===== config.mk =====
export PLATFORM = sky130hd
export DESIGN_NAME = seg7_scan_mux
export DESIGN_NICKNAME = d
export VERILOG_FILES = /design/src/rtl/seg7_scan_mux.sv
export SDC_FILE = /design/constraint.sdc
export NUM_CORES = 1
export LEC_CHECK = 0
export CORE_ASPECT_RATIO = 0.7
export CORE_MARGIN = 10
export CORE_UTILIZATION = 60
export CTS_CLUSTER_SIZE = 30
export DETAILED_ROUTE_END_ITERATION = 10
export DONT_BUFFER_PORTS = 1
export PLACE_DENSITY_LB_ADDON = 0.3
export SLEW_MARGIN = 20
export SYNTH_ARGS = -nofsm -noshare
export SYNTH_HDL_FRONTEND = slang
export SYNTH_SLANG_ARGS = --single-unit

===== constraint.sdc =====
create_clock -name clk -period 3.9 [get_ports clk]
set_clock_uncertainty 0.15 [all_clocks]
set_input_delay 0.585 -clock clk [delete_from_list [all_inputs] [get_ports clk]]
set_output_delay 0.585 -clock clk [all_outputs]
set_load 0.02 [all_outputs]

===== src/rtl/seg7_scan_mux.sv =====
// seg7_scan_mux: scans an N-digit active-low 7-segment display one digit at a time.
// Define LEADING_ZERO_BLANK_EN to blank zero digits above the highest nonzero one.
module seg7_scan_mux #(
    parameter int DIGITS       = 4,
    parameter int DIGIT_CYCLES = 100000,
    parameter int GAP_CYCLES   = 1000
) (
    input  logic                clk,
    input  logic                rst_n,
    input  logic                en,
    input  logic [4*DIGITS-1:0] value,
    input  logic [DIGITS-1:0]   dp,
    output logic [7:0]          io_seg,
    output logic [DIGITS-1:0]   io_sel,
    output logic                frame_start,
    output logic                dbg_state
);

    localparam int MAXC = (DIGIT_CYCLES > GAP_CYCLES) ? DIGIT_CYCLES : GAP_CYCLES;
    localparam int CW   = $clog2(MAXC + 1);
    localparam int IW   = (DIGITS > 1) ? $clog2(DIGITS) : 1;

    localparam logic [CW-1:0] DIG_LAST = CW'(DIGIT_CYCLES - 1);
    localparam logic [CW-1:0] GAP_LAST = CW'((GAP_CYCLES > 0) ? GAP_CYCLES - 1 : 0);
    localparam logic [IW-1:0] IDX_LAST = IW'(DIGITS - 1);

    typedef enum logic {
        S_GAP = 1'b0,
        S_ON  = 1'b1
    } state_t;

    state_t              state, state_n;
    logic [IW-1:0]       idx, idx_n;
    logic [CW-1:0]       cnt, cnt_n;
    logic                snap;
    logic [4*DIGITS-1:0] shadow_value, shv_n;
    logic [DIGITS-1:0]   shadow_dp, shdp_n;
    logic [DIGITS-1:0]   blank;
    logic [7:0]          seg_n;
    logic [DIGITS-1:0]   sel_n;
    logic [3:0]          nib;

    function automatic logic [6:0] hex7(input logic [3:0] n);
        case (n)
            4'h0:    hex7 = 7'h3F;
            4'h1:    hex7 = 7'h06;
            4'h2:    hex7 = 7'h5B;
            4'h3:    hex7 = 7'h4F;
            4'h4:    hex7 = 7'h66;
            4'h5:    hex7 = 7'h6D;
            4'h6:    hex7 = 7'h7D;
            4'h7:    hex7 = 7'h07;
            4'h8:    hex7 = 7'h7F;
            4'h9:    hex7 = 7'h6F;
            4'hA:    hex7 = 7'h77;
            4'hB:    hex7 = 7'h7C;
            4'hC:    hex7 = 7'h39;
            4'hD:    hex7 = 7'h5E;
            4'hE:    hex7 = 7'h79;
            default: hex7 = 7'h71;
        endcase
    endfunction

    assign dbg_state = (state == S_ON);

    // With no gap the ON state hands over directly to the next digit.
    always_comb begin
        state_n = state;
        idx_n   = idx;
        cnt_n   = cnt + 1'b1;
        snap    = 1'b0;
        if (!en) begin
            state_n = S_GAP;
            idx_n   = '0;
            cnt_n   = '0;
        end else begin
            case (state)
                S_GAP: begin
                    if (GAP_CYCLES == 0 || cnt == GAP_LAST) begin
                        state_n = S_ON;
                        cnt_n   = '0;
                        snap    = (idx == '0);
                    end
                end
                S_ON: begin
                    if (cnt == DIG_LAST) begin
                        idx_n = (idx == IDX_LAST) ? '0 : idx + 1'b1;
                        cnt_n = '0;
                        if (GAP_CYCLES == 0) begin
                            snap = (idx_n == '0);
                        end else begin
                            state_n = S_GAP;
                        end
                    end
                end
            endcase
        end
    end

    assign shv_n  = snap ? value : shadow_value;
    assign shdp_n = snap ? dp : shadow_dp;

`ifdef LEADING_ZERO_BLANK_EN
    logic zero_above;
    always_comb begin
        zero_above = 1'b1;
        blank      = '0;
        for (int i = DIGITS - 1; i >= 0; i--) begin
            zero_above = zero_above & (shv_n[4*i +: 4] == 4'h0);
            blank[i]   = zero_above && (i != 0);
        end
    end
`else
    assign blank = '0;
`endif

    // Outputs decode the post-edge state so the snapshot shows on its own edge.
    always_comb begin
        seg_n = 8'hFF;
        sel_n = '1;
        nib   = shv_n[{idx_n, 2'b00} +: 4];
        if (state_n == S_ON) begin
            sel_n[idx_n] = 1'b0;
            seg_n[6:0]   = blank[idx_n] ? 7'h7F : ~hex7(nib);
            seg_n[7]     = ~shdp_n[idx_n];
        end
    end

    always_ff @(posedge clk or negedge rst_n) begin
        if (!rst_n) begin
            state        <= S_GAP;
            idx          <= '0;
            cnt          <= '0;
            shadow_value <= '0;
            shadow_dp    <= '0;
            io_seg       <= 8'hFF;
            io_sel       <= '1;
            frame_start  <= 1'b0;
        end else begin
            state        <= state_n;
            idx          <= idx_n;
            cnt          <= cnt_n;
            shadow_value <= shv_n;
            shadow_dp    <= shdp_n;
            io_seg       <= seg_n;
            io_sel       <= sel_n;
            frame_start  <= snap;
        end
    end

endmodule


==> metrics.md <==
| Metric | Value |
|---|---|
| Top FF cell, synth | `dfrtp_1` |
| Max incr delay on CP | `roughly 480 ps` |
| Combinational power share | `0.027` |
| R2r startpoint | `cnt[0]` |
| Sw Pwr | `roughly 0.18 mW` |
| Async S/R FF share, synth | `1.00` |
| Netlist Area Pre-Place | `between 2000 and 3000 um^2` |
| Crit path from | `cnt[0]` |
| CP Launch Type | `register` |
| # diodes | `0` |
| Critical path buffer and inverter count | `1` |
| Cell taking the most area after synthesis | `dfrtp_1` |
| ANT nets after route | `0` |
| Die Span X | `98.3 um` |
| Tightest Pin Transition | `around 640 ps` |
| CP max FO | `6` |
| Post-Syn Nets | `between 200 and 250` |
| Chip Height | `approximately 75 um` |
| Share of layout cells above drive strength 1 | `0.230` |
| Avg Vias per Cell | `between 5 and 6` |
| WL/cell | `19.0 um` |
| FF-to-FF End | `io_seg[3]` |
| Family with the most delay on the worst path | `simple AND/OR/NAND/NOR gates` |
| Worst R2R Setup Slack | `250 ps` |
| Static Leak | `approximately 1.3 nW` |
| Clock buffer depth | `2` |
| Row count | `19` |
| Switching Fraction | `0.206` |
| Initial drt markers | `about 160` |
| Synthesized instance count | `approximately 220` |
| PD cells | `between 300 and 400 nW/um^2` |
| Setup crit end | `io_seg[3]` |
| Slowest stage cell, crit path | `or4b_4` |
| DRT Wirelength | `5.28 mm` |
| Slew headroom | `0.571` |
| Final setup TNS | `0 ps` |
| Largest net degree at the start of global routing | `between 50 and 60` |
| Critical path cell sequence | `ha_1, or4b_4, nor4_4, and4b_2, mux2_2, mux2_1, nand2_1, and2_1, inv_1, ha_1, nor2b_1, a211oi_2, o21ai_1` |
| Cell variety after synth | `46` |
| Detailed Routing Iterations Pass 1 | `4` |
| Endpoint class of the critical path | `register` |
| Synth cell count leaders | `dfrtp_1, nor2_1, mux2_2, nand3_1, dfstp_2` |
| Initial antenna violation count | `0` |
| Avg Cell Area, Syn | `11.9 um^2` |
| Hold Vio Cnt, Final | `0` |
| # nets final | `between 200 and 300` |
| Critical Path Most Common Cell | `ha_1` |
| Crit path depth | `13` |
| Worst Path Arrival | `3710 ps` |
| Synth top area share | `0.399` |
| Clock power frac | `0.348` |
| Sinks on Clock Net | `53` |
| Largest cells by area after synthesis | `dfrtp_1, dfstp_2, mux2_2` |
| Drt drc | `0` |
| Worst-Skew Late Latency | `about 300 ps` |
| Minimum clock period | `~3600 ps` |
| Worst Hold Class | `in2reg` |
| Setup violations, final | `0` |
| Initial Utilization | `0.641` |
| DR vias | `roughly 1700` |
| Vias in the first global route | `between 1500 and 2000` |
| Most common cell in the synthesized netlist | `dfrtp_1` |
| RSZ-0062 raised after global routing | `no` |
| Grt ovf | `0` |
| HPWL after DPL | `4.04 mm` |
| Final GP Congestion | `around 0.9` |
| Internal power | `about 0.7 mW` |
| Fmax | `between 200 and 300 MHz` |
| # H-tree levels | `2` |
| Final Cycle Share | `0.936` |
| Slew Limit Fails | `0` |
| CTS buffer count | `5` |
| Register-to-Register Path Depth | `13` |
| Io pins | `37` |
| Post-synth EDFFs | `0` |
| Status | `finished clean` |
| Worst-path clk slew | `90 ps` |
| GRT Util Overall | `0.150` |
| Flop pwr share | `0.625` |
| Max-cap violations | `0` |
| CTS tree | `yes` |
| CTS root buffer | `clkbuf_8` |
| First-pass GRT wire length | `between 8 and 9 mm` |
| #FFs+latches synth | `53` |
| Final Core Density | `0.693` |
| Syn. warnings | `0` |
| Die ar. | `roughly 7400 um^2` |
| Core area | `between 4000 and 5000 um^2` |
| Setup CP Type | `reg2reg` |
| WP data required | `3960 ps` |
| VDD IR max | `~0.00024 V` |
| Area grow syn2layout | `8.17%` |
| Register area share after synthesis | `0.521` |
| Buffers on Ports | `0` |
==> what timing repair did <==
action,in CTS,in global routing
hold endpoints to repair,53,0
gates resized for setup,0,6
setup endpoints to repair,0,7
buffers inserted,0,0
hold buffers,2,0
==> per-layer routing <==
layer / part of all wire / vias up / GRT usage
met1: 0.48 / 808 / 0.208
li1: - / 783 / -
met3: 0.079 / 6 / 0.0576
met2: 0.43 / 64 / 0.216
met4: 0.0079 / 0 / 0.0349
met5: 0 / - / 0
==> registers in the layout, summed over array words and instances, names as in the netlist <==
signal and flops:
cnt 17, dbg_state 1, frame_start 1, idx 2, io_seg 8, io_sel 4, shadow_dp 4, shadow_value 16
==> cell type report <==
class                   count  area, um^2
multi-input cells         151        1180
clock inverters             1        7.51
flip-flops and latches     53        1340
inverters                   7        26.3
well taps                  52        65.1
clock buffers               7        86.3
fillers                   296        1230
repair buffers              7        78.8
==> placed cells by master (no fill, tap or decap), types with 2 or more instances in the layout <==
cell type  count
o211ai_1       3
mux2_2        14
xor2_1         9
and2_1         2
nor2_1        21
ha_1           9
nor3b_1        2
o211a_1        2
inv_1          5
buf_4          4
clkbuf_8       6
dfstp_2       12
and3_1         5
o221ai_1       2
inv_2          2
o21ai_0        3
xnor2_1        6
mux2i_1        8
nand3_1       14
dfrtp_1       41
o21ai_1        5
nand2_1       10
a21oi_1        4
nand4_1        4
mux2_1         8
==> power groups by stage <==
stage               logic, mW  registers, mW  clock network, mW
global placement      0.00944          0.565                  0
CTS                    0.0247          0.555              0.318
floorplan             0.00768          0.565                  0
global route           0.0281          0.555              0.347
detailed placement     0.0100          0.565                  0
finish                 0.0240          0.555              0.309
==> how the worst min path moves through the flow <==
| stage | from | endpoint | slack, ps | cells past startpoint |
|---|---|---|---|---|
| 3_3_place_gp | rst_n | cnt[3] | 140 | 0 |
| 6_report | en | io_sel[2] | 200 | 1 |
| 3_5_place_dp | rst_n | cnt[4] | 140 | 0 |
| 4_1_cts | en | io_sel[2] | 190 | 1 |
| 5_1_grt | en | io_sel[2] | 180 | 1 |
| 2_1_floorplan | rst_n | cnt[0] | 140 | 0 |
==> logic make-up (layout without fill, tap and decap cells) <==
| group | count (synthesis) | after routing | synth area share |
|---|---|---|---|
| xor gates and xnor gates | 15 | 15 | 0.0510 |
| muxes | 32 | 32 | 0.137 |
| and+or+nand+nor | 71 | 71 | 0.156 |
| adders and majority gates | 9 | 9 | 0.0438 |
| buffers and inverters | 13 | 22 | 0.0267 |
| AOI/OAI and AO/OA | 24 | 24 | 0.0642 |
| DFF | 53 | 53 | 0.521 |
==> per-stage QoR <==
step                      hold slack, ps  area [um^2]  cells  setup WS, ps  power, mW
after floorplan                      139         2570    217           269      0.572
after global placement               142         2630    268           328      0.574
after detailed placement             141         2630    268           100      0.575
after CTS                            190         2770    278          76.7      0.898
after global routing                 180         2780    278          33.7      0.930
final                                196         2780    278           251      0.887
(Power assumes the default switching activity.)
